File: src/rtl/uart_tx.sv
// UART transmitter: 8N1 frames (start, 8 data bits LSB first, stop) with a ready/valid byte interface.
// Define UART_TX_PARITY_EN to insert an even-parity bit between the data and stop bits (8E1).
module uart_tx #(
    parameter int CLKS_PER_BIT = 434
) (
    input  logic       clk,
    input  logic       rst,
    input  logic [7:0] data,
    input  logic       valid,
    output logic       ready,
    output logic       busy,
    output logic       tx
);

    localparam int CW = (CLKS_PER_BIT > 1) ? $clog2(CLKS_PER_BIT) : 1;
    localparam logic [CW-1:0] LAST = CW'(CLKS_PER_BIT - 1);

`ifdef UART_TX_PARITY_EN
    typedef enum logic [2:0] {IDLE, START, DATA, PARITY, STOP} state_t;
`else
    typedef enum logic [2:0] {IDLE, START, DATA, STOP} state_t;
`endif

    state_t          state, state_n;
    logic [CW-1:0]   cnt, cnt_n;
    logic [2:0]      idx, idx_n;
    logic [7:0]      shift, shift_n;
    logic            tx_n;
    logic            bit_end;
`ifdef UART_TX_PARITY_EN
    logic            par, par_n;
`endif

    // State register; tx is registered from the next-state view so it changes on the same edge as the state
    always_ff @(posedge clk) begin
        if (rst) begin
            state <= IDLE;
            cnt   <= '0;
            idx   <= '0;
            shift <= '0;
            tx    <= 1'b1;
`ifdef UART_TX_PARITY_EN
            par   <= 1'b0;
`endif
        end else begin
            state <= state_n;
            cnt   <= cnt_n;
            idx   <= idx_n;
            shift <= shift_n;
            tx    <= tx_n;
`ifdef UART_TX_PARITY_EN
            par   <= par_n;
`endif
        end
    end

    assign bit_end = (cnt == LAST);

    // Next-state and datapath: the baud counter only runs outside IDLE and wraps at every bit boundary
    always_comb begin
        state_n = state;
        cnt_n   = cnt;
        idx_n   = idx;
        shift_n = shift;
`ifdef UART_TX_PARITY_EN
        par_n   = par;
`endif
        case (state)
            IDLE: begin
                cnt_n = '0;
                idx_n = '0;
                if (valid) begin
                    state_n = START;
                    shift_n = data;
`ifdef UART_TX_PARITY_EN
                    par_n   = ^data;
`endif
                end
            end
            START: begin
                if (bit_end) state_n = DATA;
            end
            DATA: begin
                if (bit_end) begin
                    idx_n = idx + 3'd1;
                    if (idx == 3'd7) begin
`ifdef UART_TX_PARITY_EN
                        state_n = PARITY;
`else
                        state_n = STOP;
`endif
                    end else begin
                        shift_n = {1'b0, shift[7:1]};
                    end
                end
            end
`ifdef UART_TX_PARITY_EN
            PARITY: begin
                if (bit_end) state_n = STOP;
            end
`endif
            STOP: begin
                if (bit_end) state_n = IDLE;
            end
            default: state_n = IDLE;
        endcase
        if (state != IDLE) begin
            cnt_n = bit_end ? '0 : cnt + CW'(1);
        end
    end

    // Outputs: handshake from the current state, serial line value from the state being entered
    always_comb begin
        ready = (state == IDLE);
        busy  = ~ready;
        tx_n  = 1'b1;
        case (state_n)
            IDLE:    tx_n = 1'b1;
            START:   tx_n = 1'b0;
            DATA:    tx_n = shift_n[0];
`ifdef UART_TX_PARITY_EN
            PARITY:  tx_n = par_n;
`endif
            STOP:    tx_n = 1'b1;
            default: tx_n = 1'b1;
        endcase
    end

endmodule
File: config.mk
export PLATFORM = sky130hd
export DESIGN_NAME = uart_tx
export DESIGN_NICKNAME = d
export VERILOG_FILES = /design/src/rtl/uart_tx.sv
export SDC_FILE = /design/constraint.sdc
export NUM_CORES = 1
export LEC_CHECK = 0
export CAP_MARGIN = 10
export CORE_MARGIN = 3
export CORE_UTILIZATION = 50
export CTS_CLUSTER_DIAMETER = 150
export DETAILED_ROUTE_END_ITERATION = 8
export GPL_TIMING_DRIVEN = 0
export PLACE_DENSITY = 0.71
export SLEW_MARGIN = 10
export SYNTH_ARGS = -nofsm -noshare
export SYNTH_HDL_FRONTEND = slang
export SYNTH_SLANG_ARGS = --single-unit
File: constraint.sdc
create_clock -name clk -period 3.1 [get_ports clk]
set_input_delay 0.31 -clock clk [delete_from_list [all_inputs] [get_ports clk]]
set_output_delay 0.31 -clock clk [all_outputs]
set_load 0.01 [all_outputs]
==> impl_metrics.yaml <==
global_route:
  antenna_found_initial: 0
  grt_pass1_vias: 767
  grt_overflow: 0
  grt_max_degree: 14
  grtUsageMet2_pct: 25.3
  use_met3_pct: 2.58
  grtUsageTotal_pct: 14.9
  use_met1_pct: 18.2
  grt_busiest_layer: "met2"
  grt_pass1_wl_um: 3030
floorplanning:
  start_util_pct: 53.5
  die_area_um2: 2710
  boundaryPins: 14
  die_width_um: 52.1
  die_y_um: 52.1
  core_um2: 1980
  num_rows: 16
timing:
  hold_violations: 0
  rsz0062_at_grt: "false"
  tightest_slew_ns: 0.930
  report.final.slew_viol_count: 0
  fmax_ghz: 0.482
  setup_violations: 0
  skew_ns: 0.00509
  fin_setup_tns_ns: 0
  slew_headroom_pct: 37.9
  fin_crit_ns: 2.07
  period_share_pct: 66.9
  setup_slack_ns: 1.03
place:
  dpl.cell_count: 159
  io_buffers: 13
  place_ws_ns: 0.832
  postPlaceCellArea_um2: 1220
  hpwl_um: 1360
  gp_congestion: 0.753
final_layout:
  antenna_cells: 0
  drive_above_1_share_pct: 6.62
  layout_common_cells: "dfxtp_1, nor2_1, clkdlybuf4s50_1"
  nets: 152
  fillers: 157
  area_growth_pct: 18.9
  seq_area_um2: 480
  finalInstanceArea_um2: 1260
  final_common_cell: "dfxtp_1"
  multi_input_area_um2: 546
  final_cells: 163
worst_setup_path:
  start_kind: "flop"
  critPathBufInv: 1
  path_max_fanout: 7
  critPathMaxStageDelay_ns: 0.52
  end_kind: "flop"
  cp_slowest_cell: "or4b_1"
  crit_family: "simple AND/OR/NAND/NOR gates"
  worst_ep_required_time_ns: 3.35
  arrival_ns: 2.32
  crit_type: "flop to flop"
  path_cells: "or4b_1 -> buf_2 -> nor4_4 -> mux2i_1 -> nor3b_2 -> o21ai_1"
drt:
  wl_per_cell_um: 11.2
  antenna_left: 0
  drt_iter0_markers: 7
  vias_per_cell: 5.07
  vias: 827
  wl_um: 1830
  remaining_drc_errors: 0
  dr.pass1.iters: 4
clocking:
  cts_buffer_depth: 2
  cts_hold_buf: 0
  post-cts-setup-buffer-count: 0
  root_buffer: "clkbuf_4"
  clk_latency_ns: 0.30
  h-tree-depth: 1
  numCtsBuffers: 3
  cts_tree: "built"
  clock-sinks: 24
  post_cts_resized: 0
  cts.clk_slew.worst_paths_ns: 0.12
yosys:
  ys_seq_area_share_pct: 45.3
  netlist_area_um2: 1060
  yosys_warnings: 0
  synth.distinct_cells: 28
  syn_avg_cell_area_um2: 8.92
  synthCells: 119
  synth-seq-cells: 24
  synth_fp_nets: 134
outcome:
  status: "complete, no violations"
power_and_ir_drop:
  power_density_nw_per_um2: 417
  p_total_mw: 0.526
  vdd_drop_max_v: 0.000277
  p_leak_nw: 0.420
flow_run:
  drv_cap: 0
worst_hold_path:
  hp-class: "flop to flop"
## layer usage
| layer | part of all wire [%] | vias to the layer above |
|---|---|---|
| met5 | 0 | - |
| met4 | 0.66 | 0 |
| met3 | 2.1 | 2 |
| met2 | 49 | 8 |
| met1 | 48 | 376 |
| li1 | - | 441 |
## report_power, final
group          leakage (nW)  switching, mW  internal [mW]
Sequential            0.195        0.00576          0.316
Clock                0.0210         0.0848         0.0715
Combinational         0.204         0.0215         0.0259
Total                 0.420          0.112          0.414
## Yosys cell counts (all sizes together)
| library cell | instances | share of area, % |
|---|---|---|
| dfxtp | 24 | 45 |
| nor2 | 21 | 7.4 |
| a22oi | 9 | 6.4 |
| nand2 | 9 | 3.2 |
| a21oi | 7 | 3.3 |
| inv | 6 | 2.1 |
| xnor2 | 6 | 5.0 |
| ha | 4 | 4.7 |
| mux2i | 3 | 2.8 |
| nand3 | 3 | 1.4 |
| nor2b | 3 | 1.8 |
| nor3 | 3 | 1.4 |
| nor4 | 3 | 3.2 |
| o21ai | 3 | 1.4 |
| clkbuf | 2 | 0.71 |
| nand4 | 2 | 1.2 |
| xor2 | 2 | 1.7 |
| a211oi | 1 | 0.71 |
| buf | 1 | 0.47 |
| conb | 1 | 0.35 |
| nor3b | 1 | 1.2 |
| nor4b | 1 | 1.4 |
| or2 | 1 | 0.59 |
| or3 | 1 | 0.59 |
| or3b | 1 | 0.83 |
| or4b | 1 | 0.94 |
## path summary, 6_finish.rpt
kind / startpoint / end / slack, ns / cells past startpoint
worst max-delay path: cnt[2] / tx / 1.03 / 6
worst min-delay path: shift[5] / shift[5] / 0.46 / 2
worst max register to register: cnt[2] / tx / 1.03 / 6
worst min register to register: shift[5] / shift[5] / 0.46 / 2
## flip-flops by register name, indices dropped and copies added, names as in the netlist
signal	count
cnt	9
shift	8
idx	3
state	3
tx	1
## cell families after synthesis
logic type	Yosys count	share of synthesized area, %
flops	24	45.3
other cells	1	0.353
mux	3	2.83
simple gates	50	25.1
compound gates	20	11.8
xor+xnor	8	6.60
fa+ha+maj	4	4.72
buf+inv	9	3.30
## worst reg2reg max path, delay by kind of cell, from the launching register on
kind,cells,cell delay (ns)
flip-flops,1,0.37
buffers and inverters,1,0.17
AND/OR/NAND/NOR,3,1.06
AO/OA/AOI/OAI,1,0.11
multiplexers,1,0.32
## stage by stage
step,util [%],hold slack [ns]
2_1_floorplan,-,0.382
3_3_place_gp,61.8,0.441
3_5_place_dp,61.8,0.443
4_1_cts,63.6,0.461
5_1_grt,63.6,0.491
6_report,63.6,0.461
## final cells by class
class | instances | area share, %
flip-flops and latches | 24 | 38.1
repair buffers | 13 | 10.3
inverters | 6 | 1.79
multi-input cells | 86 | 43.3
plain buffers | 3 | 0.992
well taps | 27 | 2.68
clock buffers | 4 | 2.88
Note: power is estimated with default switching activity, not from simulation.
